===== src/rtl/fetch_pkg.sv =====
// Shared defaults and the fetch-queue entry type for the fetch stage.
// The optional FETCH_PERF_EN counters are configured in fetch_unit.
package fetch_pkg;

    localparam int DEF_PC_W        = 8;
    localparam int DEF_INSTR_W     = 16;
    localparam int DEF_PC_INC      = 4;
    localparam int DEF_QUEUE_DEPTH = 4;
    localparam int DEF_RESET_PC    = 0;

    // Entry layout at default widths; fetch_unit builds a matching type for its own widths.
    typedef struct packed {
        logic [DEF_PC_W-1:0]    pc;
        logic [DEF_INSTR_W-1:0] instr;
    } fetch_entry_t;

    // Occupancy counters need one bit more than the pointers to represent "full".
    function automatic int count_width(input int depth);
        return $clog2(depth) + 1;
    endfunction

endpackage


===== src/rtl/fetch_queue.sv =====
// Circular FIFO of fetch entries (pc + instr) with push, pop, flush and occupancy count.
// The head entry is read combinationally so decode sees it in the same cycle it is counted.
module fetch_queue
    import fetch_pkg::*;
#(
    parameter int  DEPTH   = DEF_QUEUE_DEPTH,
    parameter type entry_t = fetch_entry_t
) (
    input  logic                          clk,
    input  logic                          reset,
    input  logic                          flush,
    input  logic                          push,
    input  entry_t                        push_data,
    input  logic                          pop,
    output entry_t                        head,
    output logic [count_width(DEPTH)-1:0] count
);

    localparam int PTR_W = $clog2(DEPTH);
    localparam int CNT_W = count_width(DEPTH);

    entry_t             mem [DEPTH];
    logic [PTR_W-1:0]   head_reg;
    logic [PTR_W-1:0]   tail_reg;
    logic [CNT_W-1:0]   count_reg;

    // Storage carries no reset; only the pointers and count define validity.
    always_ff @(posedge clk) begin
        if (push && !flush) begin
            mem[tail_reg] <= push_data;
        end
    end

    // DEPTH is a power of two, so the pointers wrap naturally at their width.
    always_ff @(posedge clk or posedge reset) begin
        if (reset) begin
            head_reg  <= '0;
            tail_reg  <= '0;
            count_reg <= '0;
        end else if (flush) begin
            head_reg  <= '0;
            tail_reg  <= '0;
            count_reg <= '0;
        end else begin
            if (push) begin
                tail_reg <= tail_reg + PTR_W'(1);
            end
            if (pop) begin
                head_reg <= head_reg + PTR_W'(1);
            end
            count_reg <= count_reg + CNT_W'(push) - CNT_W'(pop);
        end
    end

    assign head  = mem[head_reg];
    assign count = count_reg;

endmodule


===== src/rtl/fetch_unit.sv =====
// Sequential instruction fetch into a small queue with redirect flush; 1-cycle ROM latency.
// Define FETCH_PERF_EN to add saturating perf_fetched / perf_flushed counters.
module fetch_unit
    import fetch_pkg::*;
#(
    parameter int PC_W        = DEF_PC_W,
    parameter int INSTR_W     = DEF_INSTR_W,
    parameter int PC_INC      = DEF_PC_INC,
    parameter int QUEUE_DEPTH = DEF_QUEUE_DEPTH,
    parameter int RESET_PC    = DEF_RESET_PC
) (
    input  logic               clk,
    input  logic               reset,
    input  logic               redirect_valid,
    input  logic [PC_W-1:0]    redirect_pc,
    output logic               imem_req,
    output logic [PC_W-1:0]    imem_addr,
    input  logic [INSTR_W-1:0] imem_rdata,
    output logic               out_valid,
    input  logic               out_ready,
    output logic [INSTR_W-1:0] out_instr,
    output logic [PC_W-1:0]    out_pc
`ifdef FETCH_PERF_EN
    ,
    output logic [31:0]        perf_fetched,
    output logic [31:0]        perf_flushed
`endif
);

    localparam int CNT_W = count_width(QUEUE_DEPTH);

    typedef struct packed {
        logic [PC_W-1:0]    pc;
        logic [INSTR_W-1:0] instr;
    } entry_t;

    logic [PC_W-1:0]  pc_reg;
    logic [PC_W-1:0]  rsp_pc_reg;
    logic             inflight_reg;

    logic [CNT_W-1:0] count;
    logic [CNT_W:0]   occupancy;
    entry_t           head;
    entry_t           push_data;
    logic             push;
    logic             pop;
    logic             space;

    // A redirect hides the head and suppresses any pop in the same cycle.
    assign out_valid = (count != '0) && !redirect_valid;
    assign pop       = out_valid && out_ready;
    assign push      = inflight_reg && !redirect_valid;

    // Count the outstanding read as occupied so a response can never land in a full queue.
    assign occupancy = {1'b0, count} + (CNT_W + 1)'(inflight_reg) - (CNT_W + 1)'(pop);
    assign space     = occupancy < (CNT_W + 1)'(QUEUE_DEPTH);

    assign imem_req  = !reset && (redirect_valid || space);
    assign imem_addr = redirect_valid ? redirect_pc : pc_reg;

    assign push_data = '{pc: rsp_pc_reg, instr: imem_rdata};
    assign out_pc    = head.pc;
    assign out_instr = head.instr;

    always_ff @(posedge clk or posedge reset) begin
        if (reset) begin
            pc_reg       <= PC_W'(RESET_PC);
            rsp_pc_reg   <= '0;
            inflight_reg <= 1'b0;
        end else if (redirect_valid) begin
            // The redirect target is fetched this very cycle, like the old next-PC mux.
            pc_reg       <= redirect_pc + PC_W'(PC_INC);
            rsp_pc_reg   <= redirect_pc;
            inflight_reg <= 1'b1;
        end else if (space) begin
            pc_reg       <= pc_reg + PC_W'(PC_INC);
            rsp_pc_reg   <= pc_reg;
            inflight_reg <= 1'b1;
        end else begin
            inflight_reg <= 1'b0;
        end
    end

    fetch_queue #(
        .DEPTH   (QUEUE_DEPTH),
        .entry_t (entry_t)
    ) u_queue (
        .clk       (clk),
        .reset     (reset),
        .flush     (redirect_valid),
        .push      (push),
        .push_data (push_data),
        .pop       (pop),
        .head      (head),
        .count     (count)
    );

`ifdef FETCH_PERF_EN
    logic [32:0]      fetched_sum;
    logic [32:0]      flushed_sum;
    logic [CNT_W:0]   discarded;

    assign discarded   = {1'b0, count} + (CNT_W + 1)'(inflight_reg);
    assign fetched_sum = {1'b0, perf_fetched} + 33'(pop);
    assign flushed_sum = {1'b0, perf_flushed} + 33'(discarded);

    // Both counters stick at all-ones instead of wrapping.
    always_ff @(posedge clk or posedge reset) begin
        if (reset) begin
            perf_fetched <= '0;
            perf_flushed <= '0;
        end else begin
            perf_fetched <= fetched_sum[32] ? 32'hFFFF_FFFF : fetched_sum[31:0];
            if (redirect_valid) begin
                perf_flushed <= flushed_sum[32] ? 32'hFFFF_FFFF : flushed_sum[31:0];
            end
        end
    end
`endif

endmodule


===== config.mk =====
export PLATFORM = sky130hd
export DESIGN_NAME = fetch_unit
export DESIGN_NICKNAME = d
export VERILOG_FILES = /design/src/rtl/fetch_pkg.sv /design/src/rtl/fetch_queue.sv /design/src/rtl/fetch_unit.sv
export SDC_FILE = /design/constraint.sdc
export NUM_CORES = 1
export LEC_CHECK = 0
export ABC_CLOCK_PERIOD_IN_PS = 4510
export CORE_ASPECT_RATIO = 1.5
export CORE_UTILIZATION = 51
export DETAILED_ROUTE_END_ITERATION = 12
export PLACE_DENSITY = 0.71
export SLEW_MARGIN = 20
export SYNTH_ARGS = -nofsm -noshare
export SYNTH_HDL_FRONTEND = slang
export SYNTH_SLANG_ARGS = --single-unit
export TNS_END_PERCENT = 30

===== constraint.sdc =====
create_clock -name clk -period 4.51 [get_ports clk]
set_input_delay 0.451 -clock clk [delete_from_list [all_inputs] [get_ports clk]]
set_output_delay 0.451 -clock clk [all_outputs]
set_load 0.005 [all_outputs]

Word-level counts from Yosys, hierarchy flattened
Memory sizes are Yosys's and may differ from the RTL's.
Index checks and enable logic that the tools add are counted.

word-level totals
  register bits after elaboration = 24
  memory bits (writable) = 96
  bits of input ports = 28
  output and inout bits = 34
  word-level logic and storage cells = 42
  memories kept = 1

memories
  name         words  bits a word  read ports  clocked after memory_dff  wr ports  RTL line           text
  u_queue.mem  4      24           1           0                         1         fetch_queue.sv:22  entry_t mem [DEPTH];

operators by class
  add/sub/neg operators = 8
  $lt $le $gt $ge = 1
  mux-type cells = 14
  reduce and logical (&&, ||, !) cells = 12

operator list
  operator                                                                       count
  8-bit two-way mux                                                              5
  8-bit by 3-bit adder with 8-bit output (second input constant)                 2
  2-bit two-way mux                                                              4
  2-bit nonzero test                                                             3
  1-bit logical AND                                                              5
  2-bit by 1-bit adder with 2-bit output (second input constant)                 2
  3-bit by 1-bit adder with 4-bit output                                         1
  4-bit by 3-bit less-than comparator with 1-bit output (second input constant)  1
  1-bit two-way mux                                                              4
  4-bit by 1-bit subtractor with 4-bit output                                    1
  3-bit by 1-bit adder with 3-bit output                                         1
  3-bit two-way mux                                                              1
  3-bit nonzero test                                                             1
  3-bit by 1-bit subtractor with 3-bit output                                    1
  1-bit logical NOT                                                              2
  1-bit logical OR                                                               1

Longest topological paths before layout
Gate-level depths: netlist of run 1.

  depth after elaboration = 7
  gate-level depth with buffers = 11
  mapped depth without buffers = 10

By module
From an unflattened synthesis of run 1, not the netlist that was laid out.

second synthesis, totals
  cells, all modules = 240
  area total of the unflattened synthesis = 4894.7 um^2

by module, submodules not included
  module       times used  cells an instance  area each (um^2)
  fetch_queue  1           164                3937.5
  fetch_unit   1           76                 957.2

Least setup slack after synthesis of run 1
OpenSTA, ideal clock, no wires.

  kind = input -> output
  start point = input port redirect_valid
  end point = output port imem_req
  arrival time = 2.454 ns
  path slack = 1.605 ns
  cell stages on the path = 11
  cell sequence = buf_2 > nor2_1 > and2_1 > ha_1 > inv_1 > ha_1 > and3b_4 > or2_4 > a211oi_4 > buf_6 > nor2_1

on the way
  longest elaborated chain between the ends = 7

RTL lines
  element                                                RTL line          text
  from (decl)                                            fetch_unit.sv:14  input logic redirect_valid,
  1-bit logical NOT                                      fetch_unit.sv:50  assign out_valid = (count != '0) && !redirect_valid;
  1-bit logical AND                                      fetch_unit.sv:50
  net out_valid                                          fetch_unit.sv:19  output logic out_valid,
  1-bit logical AND                                      fetch_unit.sv:51  assign pop = out_valid && out_ready;
  4-bit by 1-bit subtractor with 4-bit output            fetch_unit.sv:55  assign occupancy = {1'b0, count} + (CNT_W + 1)'(inflight_reg) - (CNT_W + 1)'(pop);
  4-bit by 3-bit less-than comparator with 1-bit output  fetch_unit.sv:56  assign space = occupancy < (CNT_W + 1)'(QUEUE_DEPTH);
  1-bit logical OR                                       fetch_unit.sv:58  assign imem_req = !reset && (redirect_valid || space);
  1-bit logical AND                                      fetch_unit.sv:58
  to (decl)                                              fetch_unit.sv:16  output logic imem_req,

The timed path passes the listed nets, and every way through them passes these cells.

Final worst setup path of run 1
  start point = register u_queue.count_reg[1], in the netlist u_queue.count[1]
  end point = output port imem_req

on the way
  longest elaborated chain between the ends = 7
  elaborated cells between the ends (all ways) = 8
  classes of those cells = 2 x add/sub; 1 x order compare; 5 x reduce/logical

RTL lines
  element                                                                                         RTL line           text
  from (decl)                                                                                     fetch_queue.sv:25  logic [CNT_W-1:0] count_reg;
  from (signal assigned)                                                                          fetch_queue.sv:51  count_reg <= count_reg + CNT_W'(push) - CNT_W'(pop);
  parallel branches: the longest is 3 deep, another holds 3-bit by 1-bit adder with 4-bit output  -
  4-bit by 1-bit subtractor with 4-bit output *                                                   fetch_unit.sv:55
  4-bit by 3-bit less-than comparator with 1-bit output *                                         fetch_unit.sv:56
  1-bit logical OR *                                                                              fetch_unit.sv:58
  1-bit logical AND *                                                                             fetch_unit.sv:58

Every way passes the cells marked *.

==> qor.txt, run 1 <==
SYNTH
---------------------------------------------------------------------------------
Sequential cell area fraction in the yosys report                           72.5%
Nets in the synthesized netlist                                               274
Number of enable flip-flop cells after synthesis                               96
Synth warn                                                                      0
Biggest area consumer among synthesized cells                        sky130_fd_sc_hd__edfxtp_1
Synthesized instance count                                                    236
Top cells by area in the synthesized netlist                         sky130_fd_sc_hd__edfxtp_1 (60%), sky130_fd_sc_hd__dfrtp_1 (12%), sky130_fd_sc_hd__mux4_2 (11%)
Fraction of synthesis flops using an asynchronous set or reset pin          20.0%
Synthesized area per cell                                              20.4 sq um
Share of the synthesized area in the top cell type                          60.0%
Post-synth design cell area                                          0.00481 sq mm
Cell variety after synth                                                       34
Most used flip-flop cell after synthesis                             sky130_fd_sc_hd__edfxtp_1
Register bit total from synthesis                                             120

STA
---------------------------------------------------------------------------------
Number of setup violations in the final report                                  0
Time the final worst path needs with I/O delays and setup                 3.55 ns
Final total negative setup slack                                             0 ns
Worst slew margin relative to its limit                                     30.3%
Fmax                                                                      281 MHz
Worst hold-check slack                                                   0.508 ns
RSZ-0062 raised after global routing                                           no
Final slew viol count                                                           0
Period utilization                                                          78.8%
Worst setup margin                                                       0.957 ns
Final hold violations                                                           0
Slew @ Worst Pin                                                          1.05 ns
Fin Clk Skew                                                           0.00575 ns

FINAL LAYOUT
---------------------------------------------------------------------------------
Largest register FFs                                                           96
Nets@finish                                                                   352
Post-route design area                                               0.00615 sq mm
Fraction of layout cells with a size suffix above 1                         26.0%
Synth-to-Final Area Change                                                  28.0%
Antenna diode count                                                             0

JOB
---------------------------------------------------------------------------------
Number of maximum-capacitance constraint violations                             0

CLOCK NETWORK
---------------------------------------------------------------------------------
Number of clock buffers inserted by TritonCTS                                  17
TritonCTS clock tree                                                         done
Root Buffer                                                          sky130_fd_sc_hd__clkbuf_16
Buffer depth of the longest clock path                                          2
Sinks on Clock Net                                                            120
Clock Pin Slew Worst Setup and Hold Paths                                 0.05 ns
Number of setup buffers added after CTS                                         0
H-tree lvl count                                                                4
Count of hold buffers inserted by post-cts repair                               0
Worst-Skew Late Latency                                                   0.40 ns
Post-cts repair resize count                                                    0

FLOORPLANNING
---------------------------------------------------------------------------------
Die area                                                             0.00982 sq mm
I/O pin total                                                                  62
CORE AREA                                                            0.00920 sq mm
Number of rows in the core area                                                43
Die width                                                                 81.3 um
Initial Utilization                                                         52.2%
Die Y                                                                      121 um

DRT
---------------------------------------------------------------------------------
Remaining antenna violation count                                               0
Post-detailed-route via-to-cell ratio                                        5.31
First-iteration detailed-routing DRC count                                    155
Detailed-route DRC error count                                                  0
Vias after detailed routing                                                  2332
Final wirelength                                                          7.86 mm
Iteration count of the initial detailed-routing pass                            4
Routed wirelength normalized by instance count                            17.9 um

PWR
---------------------------------------------------------------------------------
Power Internal                                                            3.04 mW
Comb pwr share                                                              25.9%
Part of the power in registers                                              41.6%
Fraction of power spent switching nets                                      25.0%
Reported net switching power                                              1.02 mW
Power density over cell area                                          659 mW/mm^2
Maximum vdd drop                                                       0.000404 V
Clock group share of total power                                            32.5%
Leakage                                                                   2.18 nW

GLOBAL ROUTING
---------------------------------------------------------------------------------
Aggregate global-route resource usage                                       18.8%
Number of antenna violations at the first check in global routing               0
GRT overflow                                                                    0
Global-route wire length before repair                                    12.8 mm
Largest net degree at the start of global routing                              28
Vias in the first global route                                               2494

PLACEMENT
---------------------------------------------------------------------------------
Post-detail-place hpwl                                                    4.97 mm
Final weighted congestion in routability-driven placement                   0.770
DP Area                                                              0.00556 sq mm
Placement Setup Slack                                                     1.04 ns
Quantity of I/O buffers inserted on ports                                      61

WORST SETUP PATH
---------------------------------------------------------------------------------
CP max stage delay                                                        0.50 ns
CP max stage cell                                                    sky130_fd_sc_hd__clkdlybuf4s50_1
Critical Path AT                                                          3.10 ns
Largest fanout on the critical path                                             4
Required @ worst endpoint                                                 4.06 ns
Element type at the critical path start                                      flop
Series of cell instances along the critical path                     nor3_1 -> nor2_1 -> and2_1 -> ha_1 -> inv_1 -> ha_1 -> and3b_4 -> nor4_2 -> a211oi_4 -> nor2_1 -> clkdlybuf4s50_1
Classification of the worst setup path                                 reg -> out
Crit end category                                                    primary output

OUTCOME
---------------------------------------------------------------------------------
Outcome                                                              finished clean

WORST HOLD PATH
---------------------------------------------------------------------------------
Classification of the worst-slack hold path                            reg -> reg

-- power by group through the flow --
| stage | combinational (mW) | sequential, mW | clock (mW) |
|---|---|---|---|
| floorplan | 0.711 | 1.61 | 0 |
| global placement | 1.05 | 1.69 | 0 |
| detailed placement | 1.06 | 1.71 | 0 |
| CTS | 1.07 | 1.70 | 1.34 |
| global route | 1.16 | 1.73 | 1.39 |
| finish | 1.05 | 1.69 | 1.32 |
-- cell usage after synthesis (4+ instances only) --
| cell type | count |
|---|---|
| sky130_fd_sc_hd__and2_1 | 5 |
| sky130_fd_sc_hd__edfxtp_1 | 96 |
| sky130_fd_sc_hd__inv_1 | 12 |
| sky130_fd_sc_hd__mux2_2 | 15 |
| sky130_fd_sc_hd__mux4_2 | 24 |
| sky130_fd_sc_hd__nor2_1 | 7 |
| sky130_fd_sc_hd__xnor2_1 | 4 |
| sky130_fd_sc_hd__dfrtp_1 | 24 |
| sky130_fd_sc_hd__mux2_4 | 6 |
| sky130_fd_sc_hd__ha_1 | 9 |
-- worst paths after layout --
check	cells after the start	slack, ns	to	start
hold / removal	1	0.51	pc_reg[1]	pc_reg[1]
setup / recovery	11	0.96	imem_req	u_queue.count[1]
hold reg to reg	1	0.51	pc_reg[1]	pc_reg[1]
min in group asynchronous	2	0.58	pc_reg[5]	reset
setup reg to reg	11	1.65	rsp_pc_reg[5]	u_queue.count[1]
max in group asynchronous	2	3.31	u_queue.head_reg[0]	reset
-- stage by stage --
step | util, % | power, mW | instances
final | 66.9 | 4.06 | 439
after global routing | 66.9 | 4.27 | 439
after CTS | 66.9 | 4.11 | 439
after detailed placement | 60.5 | 2.78 | 407
after global placement | 60.5 | 2.75 | 407
after floorplan | - | 2.32 | 236
-- placed cells by master, fill, tap and decap left out, drive strengths merged, types with 3 or more instances in the layout --
cell type       n
and2            5
clkinv          6
edfxtp         96
mux2i           3
dfrtp          24
xor2            3
xnor2           4
bufinv          3
mux2           21
inv            12
clkbuf         22
buf             7
mux4           24
nor2            7
nor2b           3
ha              9
clkdlybuf4s50  61
-- critical path, delay by kind of cell, from the launching register on --
kind	cells	cell delay, ns
flip-flops	1	0.43
adder cells (fa/ha/maj)	2	0.43
AND/OR/NAND/NOR	6	1.20
AO/OA/AOI/OAI	1	0.08
buffers and inverters	2	0.56
-- layer usage --
metal	routed length [um]	GRT usage [%]	vias to the layer above
li1	-	-	1080
met2	4230	31.0	61
met4	174	8.82	0
met3	311	5.19	16
met1	3140	22.2	1175
met5	0	0	-
-- logic make-up after synthesis --
logic type               share of synthesized area (%)
multiplexers                                      17.3
AND/OR/NAND/NOR                                   3.23
buffers and inverters                             1.95
XOR/XNOR                                          1.28
adder cells (fa/ha/maj)                           2.76
AO/OA/AOI/OAI                                     1.04
flip-flops                                        72.5
-- final cells by class --
cell class	instances	area, sq um
clock buffers	22	464
multi-input cells	95	1230
clock inverters	10	126
well taps	112	140
fillers	627	3050
inverters	12	45.0
repair buffers	68	663
flip-flops and latches	120	3480
No activity file was read; power rests on OpenSTA's default activity.
==> run 2, diff against run 1 <==
--- a/config.mk
+++ b/config.mk
@@ -5,9 +5,9 @@
 export SDC_FILE = /design/constraint.sdc
 export NUM_CORES = 1
 export LEC_CHECK = 0
-export ABC_CLOCK_PERIOD_IN_PS = 4510
+export ABC_CLOCK_PERIOD_IN_PS = 3170
 export CORE_ASPECT_RATIO = 1.5
-export CORE_UTILIZATION = 51
+export CORE_UTILIZATION = 49
 export DETAILED_ROUTE_END_ITERATION = 12
 export PLACE_DENSITY = 0.71
 export SLEW_MARGIN = 20
==> constraint.sdc (replaced) <==
create_clock -name clk -period 3.17 [get_ports clk]
set_input_delay 0.317 -clock clk [delete_from_list [all_inputs] [get_ports clk]]
set_output_delay 0.317 -clock clk [all_outputs]
set_load 0.005 [all_outputs]
==> run 2 against run 1 <==
Against the previous run:
- cell count increased by 2.1%
- routed wire length increased by 8.7%
- hold slack got worse by 0.049 ns
- register-to-register slack got worse by 1.3 ns
- highest routed layer unchanged
- non-clock buffer count increased by 9
==> qor.txt, run 2 (synthesized netlist as in run 1, its figures left out) <==
OUTCOME
--------------------------------------------------------------------------------
Outcome                                                             finished clean

FLOORPLANNING
--------------------------------------------------------------------------------
Die area                                                            0.0102 sq mm
Initial Utilization                                                        51.3%
Die Y                                                                     123 um
I/O pin total                                                                 62
CORE AREA                                                           0.00936 sq mm
Die width                                                                82.9 um
Number of rows in the core area                                               43

FINAL LAYOUT
--------------------------------------------------------------------------------
Largest register FFs                                                          96
Fraction of layout cells with a size suffix above 1                        27.7%
Antenna diode count                                                            0
Synth-to-Final Area Change                                                 30.8%
Non-filler instance count after layout                                       448
Nets@finish                                                                  361
Fill cell count                                                              653
Commonest non-fill, non-tap cells in the layout                     sky130_fd_sc_hd__edfxtp_1 (96), sky130_fd_sc_hd__clkdlybuf4s50_1 (60), sky130_fd_sc_hd__mux4_2 (24), sky130_fd_sc_hd__dfrtp_1 (23), sky130_fd_sc_hd__clkbuf_16 (17)
Most common cell after layout, fill and taps aside                  sky130_fd_sc_hd__edfxtp_1

WORST SETUP PATH
--------------------------------------------------------------------------------
Classification of the worst setup path                                reg -> out
Largest fanout on the critical path                                            2
Required @ worst endpoint                                                2.85 ns
Crit path from                                                      u_queue.count[1]
Kind of cell adding the most delay to the critical path             simple AND/OR/NAND/NOR gates
Series of cell instances along the critical path                    nor3_2 -> nor2_1 -> and2_1 -> ha_2 -> inv_1 -> ha_1 -> and3b_4 -> or2_4 -> a211oi_4 -> nor2_1 -> clkdlybuf4s15_1
Critical Path AT                                                         2.67 ns
Critical path buffer and inverter count                                        2
Element type at the critical path start                                     flop
Cell seen most often among critical-path stages                     sky130_fd_sc_hd__nor2_1
CP max stage delay                                                       0.40 ns
R2R Path Start                                                      u_queue.count[1]
CP max stage cell                                                   sky130_fd_sc_hd__dfrtp_1
Crit end category                                                   primary output

CLOCK NETWORK
--------------------------------------------------------------------------------
Sinks on Clock Net                                                           120
H-tree lvl count                                                               4
Clock Pin Slew Worst Setup and Hold Paths                                0.05 ns
Buffer depth of the longest clock path                                         2
Count of hold buffers inserted by post-cts repair                              0
Root Buffer                                                         sky130_fd_sc_hd__clkbuf_16
Worst-Skew Late Latency                                                  0.40 ns
TritonCTS clock tree                                                        done
Number of clock buffers inserted by TritonCTS                                 17

PLACEMENT
--------------------------------------------------------------------------------
Post-detail-place hpwl                                                   5.24 mm
Quantity of I/O buffers inserted on ports                                     61
Final weighted congestion in routability-driven placement                  0.767
Placement Setup Slack                                                  0.0624 ns
Post-placement cell count                                                    411

PWR
--------------------------------------------------------------------------------
Leakage                                                                  2.25 nW
Power density over cell area                                         959 mW/mm^2
Maximum vdd drop                                                      0.000642 V

GLOBAL ROUTING
--------------------------------------------------------------------------------
Global-route wire length before repair                                   13.8 mm
Global Route met3 Usage                                                    5.54%
Global route hottest layer                                                  met2
Grt met2 use                                                               33.5%
Met1 GRT Util                                                              20.4%
Largest net degree at the start of global routing                             25
GRT overflow                                                                   0
Vias in the first global route                                              2638
Aggregate global-route resource usage                                      18.6%
Number of antenna violations at the first check in global routing              0

DRT
--------------------------------------------------------------------------------
Final wirelength                                                         8.54 mm
Routed wirelength normalized by instance count                           19.1 um
Detailed-route DRC error count                                                 0
Iteration count of the initial detailed-routing pass                           4
Remaining antenna violation count                                              0
Vias after detailed routing                                                 2408
Post-detailed-route via-to-cell ratio                                       5.38
First-iteration detailed-routing DRC count                                   103

STA
--------------------------------------------------------------------------------
Final slew viol count                                                          0
Worst slew margin relative to its limit                                    37.0%
Slew @ Worst Pin                                                        0.944 ns
Fin Clk Skew                                                           0.0122 ns
Worst setup margin                                                      0.179 ns
Number of setup violations in the final report                                 0
RSZ-0062 raised after global routing                                          no
Final total negative setup slack                                            0 ns
Time the final worst path needs with I/O delays and setup                2.99 ns
Period utilization                                                         94.4%
Final hold violations                                                          0
Fmax                                                                     334 MHz

WORST HOLD PATH
--------------------------------------------------------------------------------
Classification of the worst-slack hold path                          in -> async

JOB
--------------------------------------------------------------------------------
Number of maximum-capacitance constraint violations                            0

==> run 2: cell types whose count changed in the layout (fill, tap and decap cells not counted), moves of 2 or more <==
cell	previous run	this run
sky130_fd_sc_hd__buf_4	7	14
sky130_fd_sc_hd__clkinv_1	1	4
sky130_fd_sc_hd__buf_12	0	2
sky130_fd_sc_hd__bufinv_16	3	5
sky130_fd_sc_hd__clkbuf_8	2	0
sky130_fd_sc_hd__clkinv_2	5	3
==> run 2: path summary, 6_finish.rpt <==
kind                            slack, ns                   to  cells past startpoint
max in group asynchronous            2.07  u_queue.head_reg[0]                      2
worst max-delay path                 0.18             imem_req                     11
worst max register to register       0.38        rsp_pc_reg[1]                     11
worst min-delay path                 0.46         inflight_reg                      2
worst min register to register       0.51            pc_reg[1]                      1
min in group clk                     0.51            pc_reg[1]                      1
==> run 2: area by class of cell <==
type                    instances  area (sq um)  share of cell area [%]
flip-flops and latches        120          3480                    55.4
repair buffers                 77           756                    12.0
well taps                     112           140                    2.23
multi-input cells              95          1240                    19.8
clock buffers                  20           437                    6.95
inverters                      12          45.0                   0.716
clock inverters                12           180                    2.87
==> run 2: timing repair <==
item,CTS,global route
endpoints found under the setup margin,1,1
pin swaps,2,4
resized for setup,3,2
hold endpoints to repair,0,0
buffers inserted,3,2
==> run 2: power by group <==
| group | internal [mW] | switching (mW) |
|---|---|---|
| clock | 1.38 | 0.621 |
| sequential | 2.15 | 0.227 |
| combinational | 0.991 | 0.668 |
| total | 4.52 | 1.52 |
==> run 2: stage by stage <==
stage / hold WS (ns) / power (mW) / utilization, % / cell area, sq um
final: 0.459 / 6.03 / 67.2 / 6290
after global routing: 0.530 / 6.31 / 67.2 / 6290
after CTS: 0.480 / 6.08 / 67.0 / 6270
after detailed placement: 0.496 / 4.01 / 60.0 / 5620
after global placement: 0.489 / 3.96 / 60.0 / 5620
after floorplan: 0.332 / 3.30 / - / 4810
==> run 2: routing by layer <==
metal  share of wire, %  vias to the layer above
met5                  0                        -
met4                1.7                        0
met3                4.1                       12
met2                 54                       71
met1                 40                     1227
li1                   -                     1098
==> run 3, diff against run 2 <==
--- a/config.mk
+++ b/config.mk
@@ -6,10 +6,14 @@
 export NUM_CORES = 1
 export LEC_CHECK = 0
 export ABC_CLOCK_PERIOD_IN_PS = 3170
+export CELL_PAD_IN_SITES_DETAIL_PLACEMENT = 0
+export CELL_PAD_IN_SITES_GLOBAL_PLACEMENT = 1
 export CORE_ASPECT_RATIO = 1.5
-export CORE_UTILIZATION = 49
+export CORE_UTILIZATION = 43
 export DETAILED_ROUTE_END_ITERATION = 12
-export PLACE_DENSITY = 0.71
+export PLACE_DENSITY = 0.72
+export REMOVE_ABC_BUFFERS = 1
+export SKIP_CTS_REPAIR_TIMING = 1
 export SLEW_MARGIN = 20
 export SYNTH_ARGS = -nofsm -noshare
 export SYNTH_HDL_FRONTEND = slang
==> run 3 against run 2 <==
Against the previous run:
- critical path depth unchanged
- count of clock-buffer cells in the layout decreased by 2
- highest routed layer unchanged
- sequential cell count unchanged
- clock skew decreased by 0.0075 ns
- critical path type unchanged
- sequential power about the same
- hold slack got worse by 0.0019 ns
- largest power group unchanged
==> qor.txt, run 3 (synthesized netlist as in run 1, its figures left out) <==
PLACEMENT
--------------------------------------------------------------------------------
Final weighted congestion in routability-driven placement                  0.714
Placement Setup Slack                                                  0.0239 ns
Post-detail-place hpwl                                                   5.62 mm
Quantity of I/O buffers inserted on ports                                     61

STA
--------------------------------------------------------------------------------
Fin Clk Skew                                                          0.00474 ns
Final hold violations                                                          0
Worst setup margin                                                      0.265 ns
Final total negative setup slack                                            0 ns
Time the final worst path needs with I/O delays and setup                2.90 ns
Slew @ Worst Pin                                                        0.917 ns
Fmax                                                                     344 MHz
Final slew viol count                                                          0
Worst slew margin relative to its limit                                    38.8%
Period utilization                                                         91.6%
RSZ-0062 raised after global routing                                          no
Number of setup violations in the final report                                 0

PWR
--------------------------------------------------------------------------------
Leakage                                                                  2.22 nW
Clock group share of total power                                           30.0%
Power density over cell area                                         918 mW/mm^2
Reported net switching power                                             1.54 mW
Comb pwr share                                                             28.5%
Maximum vdd drop                                                      0.000471 V
Fraction of power spent switching nets                                     26.9%
Total chip power                                                         5.73 mW
Part of the power in registers                                             41.4%
Power Internal                                                           4.19 mW

DRT
--------------------------------------------------------------------------------
Routed wirelength normalized by instance count                           18.1 um
Iteration count of the initial detailed-routing pass                           4
Highest layer used for signal routing                                       met4
Post-detailed-route via-to-cell ratio                                       5.10
Met2 layer wire length in the routed design                              4.91 mm
Total met3 wirelength after detailed routing                              312 um
Remaining antenna violation count                                              0
Post-route met1 wirelength                                               3.23 mm
Final wirelength                                                         8.64 mm
Detailed-route DRC error count                                                 0
First-iteration detailed-routing DRC count                                    95
Vias after detailed routing                                                 2439

CLOCK NETWORK
--------------------------------------------------------------------------------
Sinks on Clock Net                                                           120
Clock Pin Slew Worst Setup and Hold Paths                                0.05 ns
H-tree lvl count                                                               4
Number of clock buffers inserted by TritonCTS                                 17
Root Buffer                                                         sky130_fd_sc_hd__clkbuf_16
TritonCTS clock tree                                                        done
Buffer depth of the longest clock path                                         2
Worst-Skew Late Latency                                                  0.40 ns

WORST SETUP PATH
--------------------------------------------------------------------------------
Worst reg-to-reg setup slack                                             0.42 ns
Classification of the worst setup path                                reg -> out
Element type at the critical path start                                     flop
Critical Path AT                                                         2.59 ns
Crit end category                                                   primary output
Register-to-Register Path Depth                                               11
Required @ worst endpoint                                                2.85 ns
Largest fanout on the critical path                                            4
R2R Path Start                                                      u_queue.count[1]
Endpoint of the lowest-slack register-to-register path              rsp_pc_reg[7]

GLOBAL ROUTING
--------------------------------------------------------------------------------
GRT overflow                                                                   0
Largest net degree at the start of global routing                             25
Number of antenna violations at the first check in global routing              0
Vias in the first global route                                              2651
Global-route wire length before repair                                   14.0 mm
Aggregate global-route resource usage                                      17.0%

FLOORPLANNING
--------------------------------------------------------------------------------
Initial Utilization                                                        44.9%
CORE AREA                                                           0.0107 sq mm
Die Y                                                                     131 um
I/O pin total                                                                 62
Die area                                                            0.0116 sq mm
Die width                                                                88.3 um
Number of rows in the core area                                               46

JOB
--------------------------------------------------------------------------------
Number of maximum-capacitance constraint violations                            0

FINAL LAYOUT
--------------------------------------------------------------------------------
Fraction of layout cells with a size suffix above 1                        28.7%
Fill cell count                                                              850
Largest register FFs                                                          96
Antenna diode count                                                            0
Most common cell after layout, fill and taps aside                  sky130_fd_sc_hd__edfxtp_1
Synth-to-Final Area Change                                                 29.9%
Commonest non-fill, non-tap cells in the layout                     sky130_fd_sc_hd__edfxtp_1 (96), sky130_fd_sc_hd__clkdlybuf4s50_1 (60), sky130_fd_sc_hd__mux4_2 (24), sky130_fd_sc_hd__dfrtp_1 (22), sky130_fd_sc_hd__clkbuf_16 (17)
Nets@finish                                                                  359

WORST HOLD PATH
--------------------------------------------------------------------------------
Classification of the worst-slack hold path                          in -> async

OUTCOME
--------------------------------------------------------------------------------
Outcome                                                             finished clean

-- run 3: cell count changes in the layout (fill, tap and decap cells not counted), moves of 2 or more --
cell	delta
sky130_fd_sc_hd__clkbuf_1	-2
sky130_fd_sc_hd__clkinvlp_4	+2
sky130_fd_sc_hd__buf_4	-2
sky130_fd_sc_hd__bufinv_16	-4
sky130_fd_sc_hd__clkinv_1	-3
sky130_fd_sc_hd__clkinv_2	+4
sky130_fd_sc_hd__clkinv_4	+3
-- run 3: per-layer routing --
metal	track usage [%]	vias up
li1	-	1096
met1	18.1	1264
met2	29.9	63
met3	4.77	16
met4	8.42	0
met5	0	-
-- run 3: through the flow --
step           hold WS (ns)  cell area, sq um  util (%)  cells
2_1_floorplan         0.332              4760         -    227
3_3_place_gp          0.486              5660      52.9    444
3_5_place_dp          0.492              5660      52.9    444
4_1_cts               0.482              6200      57.9    476
5_1_grt               0.525              6240      58.3    478
6_report              0.457              6240      58.3    478
-- run 3: critical path, cell delays in order (launching register included) --
cell	delay, ns
sky130_fd_sc_hd__dfrtp_2	0.43
sky130_fd_sc_hd__nor3_4	0.18
sky130_fd_sc_hd__nor2_1	0.07
sky130_fd_sc_hd__and2_1	0.18
sky130_fd_sc_hd__ha_1	0.19
sky130_fd_sc_hd__inv_1	0.05
sky130_fd_sc_hd__ha_1	0.21
sky130_fd_sc_hd__and3b_4	0.19
sky130_fd_sc_hd__or2_4	0.24
sky130_fd_sc_hd__a211oi_4	0.22
sky130_fd_sc_hd__nor2_1	0.06
sky130_fd_sc_hd__dlymetal6s2s_1	0.15
-- run 3: power groups by stage --
stage	Clock, mW	Sequential [mW]	Combinational [mW]
floorplan	0	2.35	0.913
global placement	0	2.37	1.62
detailed placement	0	2.39	1.64
CTS	1.75	2.37	1.64
global route	1.82	2.42	1.79
finish	1.72	2.37	1.64
-- run 3: how the worst max path moves through the flow --
stage | from | endpoint | slack, ns | cells after the start
3_5_place_dp | redirect_valid | imem_req | 0.02 | 11
5_1_grt | u_queue.count[1] | imem_req | 0.10 | 11
2_1_floorplan | u_queue.count[1] | rsp_pc_reg[0] | 0.23 | 10
6_report | u_queue.count[1] | imem_req | 0.27 | 11
3_3_place_gp | redirect_valid | imem_req | 0.06 | 11
4_1_cts | u_queue.count[1] | imem_req | -0.27 | 11
-- run 3: layout make-up --
| type | count | area, sq um | area share, % |
|---|---|---|---|
| clock buffers | 18 | 429 | 6.88 |
| clock inverters | 14 | 110 | 1.76 |
| multi-input cells | 95 | 1250 | 20.0 |
| inverters | 12 | 45.0 | 0.722 |
| flip-flops and latches | 120 | 3490 | 55.8 |
| repair buffers | 75 | 743 | 11.9 |
| well taps | 144 | 180 | 2.89 |
